[config.mk]
export PLATFORM = sky130hd
export DESIGN_NAME = fwd_hazard_unit
export DESIGN_NICKNAME = d
export VERILOG_FILES = /design/src/rtl/fwd_hazard_unit.sv
export SDC_FILE = /design/constraint.sdc
export NUM_CORES = 1
export LEC_CHECK = 0
export CAP_MARGIN = 20
export CORE_ASPECT_RATIO = 2
export CORE_UTILIZATION = 45
export CTS_CLUSTER_SIZE = 12
export DETAILED_ROUTE_END_ITERATION = 8
export PLACE_DENSITY_LB_ADDON = 0.25
export SKIP_LAST_GASP = 1
export SLEW_MARGIN = 20
export SYNTH_ARGS = -nofsm -noshare
export SYNTH_HDL_FRONTEND = slang
export SYNTH_SLANG_ARGS = --single-unit
[constraint.sdc]
create_clock -name iCLK -period 3.6 [get_ports iCLK]
set_clock_uncertainty 0.15 [all_clocks]
set_input_delay 1.08 -clock iCLK [delete_from_list [all_inputs] [get_ports iCLK]]
set_output_delay 1.08 -clock iCLK [all_outputs]
set_load 0.05 [all_outputs]
[src/rtl/fwd_hazard_unit.sv]
// rtl/fwd_hazard_unit.sv - EX/ID operand forwarding, hazard stalls, mult/div scoreboard and stall counter
module fwd_hazard_unit #(
   parameter int REG_W   = 5,
   parameter int NUM_SRC = 2,
   parameter int MD_LAT  = 4,
   parameter int CNT_W   = 16
) (
   input  logic                     iCLK,
   input  logic                     iRST_n,
   input  logic [NUM_SRC*REG_W-1:0] iID_NumSrc,
   input  logic [NUM_SRC-1:0]       iID_UseSrc,
   input  logic                     iID_IsBranch,
   input  logic                     iID_IsMD,
   input  logic [NUM_SRC*REG_W-1:0] iEX_NumSrc,
   input  logic [REG_W-1:0]         iEX_NumRd,
   input  logic                     iEX_RegWrite,
   input  logic                     iEX_MemRead,
   input  logic [REG_W-1:0]         iMEM_NumRd,
   input  logic                     iMEM_RegWrite,
   input  logic [REG_W-1:0]         iWB_NumRd,
   input  logic                     iWB_RegWrite,
   input  logic                     iMD_Start,
   input  logic [REG_W-1:0]         iMD_NumRd,
   input  logic                     iClrCount,
   output logic [NUM_SRC*2-1:0]     oFwdEX,
   output logic [NUM_SRC*2-1:0]     oFwdID,
   output logic                     oStall,
   output logic                     oMD_Busy,
   output logic                     oMD_Done,
   output logic [CNT_W-1:0]         oStallCount
);

   typedef enum logic [1:0] {MD_IDLE, MD_BUSY, MD_DONE} md_state_e;

   // Four bits cover the largest reload value (MD_LAT - 2 = 14).
   localparam int               MD_CW   = 4;
   localparam logic [MD_CW-1:0] MD_LOAD = MD_CW'(MD_LAT - 2);

   md_state_e          state_q;
   logic [MD_CW-1:0]   md_cnt_q;
   logic [REG_W-1:0]   pend_rd_q;
   logic               busy_q;
   logic               done_q;
   logic [CNT_W-1:0]   stall_cnt_q;
   logic [CNT_W-1:0]   stall_cnt_d;

   logic [NUM_SRC*2-1:0] fwd_ex;
   logic [NUM_SRC*2-1:0] fwd_id;
   logic                 hit_ex_rd;
   logic                 hit_pend_rd;
   logic [REG_W-1:0]     ex_src;
   logic [REG_W-1:0]     id_src;

   logic load_use;
   logic branch_ex;
   logic md_raw;
   logic md_struct;
   logic stall;

   always_comb begin
      fwd_ex      = '0;
      fwd_id      = '0;
      hit_ex_rd   = 1'b0;
      hit_pend_rd = 1'b0;
      ex_src      = '0;
      id_src      = '0;
      for (int i = 0; i < NUM_SRC; i++) begin
         ex_src = iEX_NumSrc[i*REG_W +: REG_W];
         id_src = iID_NumSrc[i*REG_W +: REG_W];
         if (ex_src != '0) begin
            if (iMEM_RegWrite && (iMEM_NumRd == ex_src))
               fwd_ex[2*i +: 2] = 2'b10;
            else if (iWB_RegWrite && (iWB_NumRd == ex_src))
               fwd_ex[2*i +: 2] = 2'b01;
         end
         // Branch compare happens in ID, so ID forwarding only matters for branches.
         if (iID_IsBranch && (id_src != '0)) begin
            if (iMEM_RegWrite && (iMEM_NumRd == id_src))
               fwd_id[2*i +: 2] = 2'b10;
            else if (iWB_RegWrite && (iWB_NumRd == id_src))
               fwd_id[2*i +: 2] = 2'b01;
         end
         if (iID_UseSrc[i] && (id_src == iEX_NumRd))
            hit_ex_rd = 1'b1;
         if (iID_UseSrc[i] && (id_src == pend_rd_q))
            hit_pend_rd = 1'b1;
      end
   end

   assign load_use  = iEX_MemRead && (iEX_NumRd != '0) && hit_ex_rd;
   assign branch_ex = iID_IsBranch && iEX_RegWrite && (iEX_NumRd != '0) && hit_ex_rd;
   assign md_raw    = (state_q != MD_IDLE) && (pend_rd_q != '0) && hit_pend_rd;
   assign md_struct = iID_IsMD && (state_q != MD_IDLE);
   assign stall     = load_use || branch_ex || md_raw || md_struct;

   // Scoreboard: BUSY lasts MD_LAT-1 cycles, then DONE for one cycle.
   always_ff @(posedge iCLK or negedge iRST_n) begin
      if (!iRST_n) begin
         state_q   <= MD_IDLE;
         md_cnt_q  <= '0;
         pend_rd_q <= '0;
         busy_q    <= 1'b0;
         done_q    <= 1'b0;
      end else begin
         case (state_q)
            MD_IDLE: begin
               busy_q <= 1'b0;
               done_q <= 1'b0;
               if (iMD_Start) begin
                  pend_rd_q <= iMD_NumRd;
                  md_cnt_q  <= MD_LOAD;
                  state_q   <= MD_BUSY;
                  busy_q    <= 1'b1;
               end
            end
            MD_BUSY: begin
               busy_q <= 1'b1;
               if (md_cnt_q == '0) begin
                  state_q <= MD_DONE;
                  done_q  <= 1'b1;
               end else begin
                  md_cnt_q <= md_cnt_q - 1'b1;
               end
            end
            MD_DONE: begin
               state_q   <= MD_IDLE;
               pend_rd_q <= '0;
               busy_q    <= 1'b0;
               done_q    <= 1'b0;
            end
            default: begin
               state_q   <= MD_IDLE;
               pend_rd_q <= '0;
               busy_q    <= 1'b0;
               done_q    <= 1'b0;
            end
         endcase
      end
   end

   always_comb begin
      stall_cnt_d = stall_cnt_q;
      if (iClrCount)
         stall_cnt_d = '0;
      else if (stall && (stall_cnt_q != {CNT_W{1'b1}}))
         stall_cnt_d = stall_cnt_q + 1'b1;
   end

   always_ff @(posedge iCLK or negedge iRST_n) begin
      if (!iRST_n)
         stall_cnt_q <= '0;
      else
         stall_cnt_q <= stall_cnt_d;
   end

`ifndef SYNTHESIS
   always @(posedge iCLK) begin
      if (iRST_n)
         md_start_when_idle: assert (!(iMD_Start && (state_q != MD_IDLE)))
            else $warning("mult/div start ignored while scoreboard occupied");
   end
`endif

   assign oFwdEX      = fwd_ex;
   assign oFwdID      = fwd_id;
   assign oStall      = stall;
   assign oMD_Busy    = busy_q;
   assign oMD_Done    = done_q;
   assign oStallCount = stall_cnt_q;

endmodule

==> out/qor.yml <==
status:
  status: "finished clean"
global_route:
  grt_pass1_wl_mm: 12.8
  grt_pass1_vias: 2686
  grt.overflow.total: 0
  grt_max_degree: 33
  grt_use_total_pct: 30.9
  antenna_found_initial: 0
cells_and_area:
  area_delta_synth_final_pct: 48.2
  final_layout_size_suffix_gt1_share_pct: 23.5
  antenna_cells: 0
  fin_cells: 460
  finalNetCount: 454
  layout_commonest_cell: "xnor2_1"
  final_cell_mix: "xnor2_1 (34), clkdlybuf4s50_1 (33), buf_4 (30)"
detailed_routing:
  routedWlPerCell_um: 17.7
  dr.pass1.iters: 4
  initialDrtViolationCount: 66
  drc_errors: 0
  wirelength_mm: 8.13
  ant_nets: 0
  routed_via_density: 5.78
  via_count: 2660
placed_design:
  pre_cts_slack_ps: -396
  hpwl_mm: 6.39
  gp_congestion: 0.867
  dp.cells: 452
  io_buffer_count: 78
floorplanning:
  ioPinCount: 79
  die_y_um: 108
  core_mm2: 0.00542
  floorplan.initialDensity_pct: 46.5
  rows: 38
  fp.dieW_um: 54.9
  dieArea_mm2: 0.00592
sta:
  drv_slew: 0
  relSlewSlack_pct: 55.9
  whs_ps: 399
  post-route-min-period_ps: 3550
  setup_viol: 0
  tns_ps: 0
  hold_viol: 0
  tightest_slew_ps: 656
  fin_ws_ps: 54.4
  rsz0062_at_grt: "no"
  finalCritPeriodShare_pct: 98.5
  max_freq_mhz: 282
synthesis:
  yosysSeqAreaShare_pct: 28.8
  ys.flop_type: "dfrtp_1"
  synth_area_mm2: 0.00252
  syn_area_per_cell_um2: 8.46
  async_flop_share_pct: 100
  syn_inst: 298
  ys_types: 39
  ys_ff_latch: 29
  syn_nets: 353
  synth_edf_count: 0
  yosys_warnings: 0
cts:
  clk_path_buf_depth: 2
  cts_sinks: 29
  clkTransAtPathRegs_ps: 60
  ctsHoldBuffers: 0
  cts_setup_buffers: 0
  clk_latency_ps: 290
  cts_tree: "yes"
  cts_buffers: 5
  ctsRootBufferMaster: "clkbuf_8"
  h-tree-depth: 2
power_and_ir_drop:
  power_density_mw_per_mm2: 389
  leakagePower_nw: 1.60
  vdd_drop_max_uv: 430
run:
  cap_violations: 0
worst_setup_path:
  required_ps: 2370
  cp_max_fo: 3
  crit_type: "in -> out"
  worstSetupStartpointType: "input pin"
  cp.arrival_ps: 2320
  cp-end-kind: "output port"
worst_hold_path:
  hp-class: "reg -> reg"
area by class of cell:
cell class                 count  area (um2)
timing repair buffer         110         970
sequential                    29         726
fill                         467        1690
clock buffer                   6        82.6
tap                           60        75.1
clock inverter                 2        37.5
multi-input combinational    245        1810
inverter                       8        30.0
cell usage after synthesis (4+ instances only):
master / n / area share, %
mux2i_1: 6 / 2.4
or4_1: 5 / 1.5
a21oi_1: 7 / 1.4
dfrtp_1: 29 / 29
xnor2_1: 36 / 13
nand4_1: 11 / 2.7
xor2_1: 24 / 8.3
clkbuf_1: 14 / 2.1
nand3_1: 16 / 3.2
nor3b_1: 4 / 1.2
nand2_1: 19 / 2.8
and3_1: 4 / 0.99
nor4_1: 8 / 2.0
a211oi_1: 8 / 2.4
inv_1: 8 / 1.2
mux2_2: 5 / 2.2
mux2_1: 10 / 4.5
nor2b_1: 15 / 3.7
nor3_1: 5 / 0.99
o21ai_0: 5 / 0.99
nor2_1: 31 / 4.6
kinds of logic (layout without fill, tap and decap cells):
kind of cell / count (synthesis) / in the layout / share of synthesized area, %
AND/OR/NAND/NOR: 130 / 130 / 27.4
AO/OA/AOI/OAI: 31 / 31 / 8.44
flip-flops: 29 / 29 / 28.8
buffers and inverters: 24 / 126 / 3.92
adder cells (fa/ha/maj): 3 / 3 / 1.49
multiplexers: 21 / 21 / 9.09
XOR/XNOR: 60 / 60 / 20.9
registers in the layout, indices dropped and copies added (netlist names):
signal and flops:
oMD_Busy 1, oStallCount 16, pend_rd_q 5, md_cnt_q 4, state_q 2, oMD_Done 1
final timing paths:
check,cells past startpoint,endpoint,slack [ps],start
setup reg to reg,8,oStallCount[0],1070,pend_rd_q[3]
hold / removal,2,md_cnt_q[2],400,md_cnt_q[2]
min in group asynchronous,2,oStallCount[14],1020,iRST_n
setup / recovery,6,oFwdEX[0],50,iEX_NumSrc[1]
max in group asynchronous,2,oMD_Busy,2000,iRST_n
hold reg to reg,2,md_cnt_q[2],400,md_cnt_q[2]
what timing repair did:
item,CTS,global route
resized for setup,74,40
pin swaps,16,24
endpoints found under the setup margin,9,9
gates cloned,0,0
power by group:
group / leakage (nW) / internal, mW / switching (mW)
sequential: 0.381 / 0.397 / 0.0879
combinational: 1.17 / 0.276 / 0.335
clock: 0.0574 / 0.225 / 0.133
routing by layer:
| metal | part of all wire (%) | GRT usage [%] |
|---|---|---|
| met5 | 0 | 0 |
| met4 | 7.2 | 24.6 |
| met3 | 7.0 | 11.6 |
| met2 | 56 | 52.2 |
| met1 | 30 | 26.8 |
metrics by stage:
step / utilization, % / power [mW] / instance area (um2)
after detailed placement: 66.5 / 1.10 / 3600
after global placement: 66.5 / 1.08 / 3600
after CTS: 69.7 / 1.46 / 3780
after floorplan: - / 0.860 / 2560
final: 68.9 / 1.45 / 3730
after global routing: 68.9 / 1.55 / 3730
critical path, stage by stage:
cell             delay [ps]
clkdlybuf4s15_1         230
buf_4                   160
xnor2_1                 160
nand4_1                 170
nor4b_4                 320
buf_6                   200
Power figures use the tool's default switching activity.
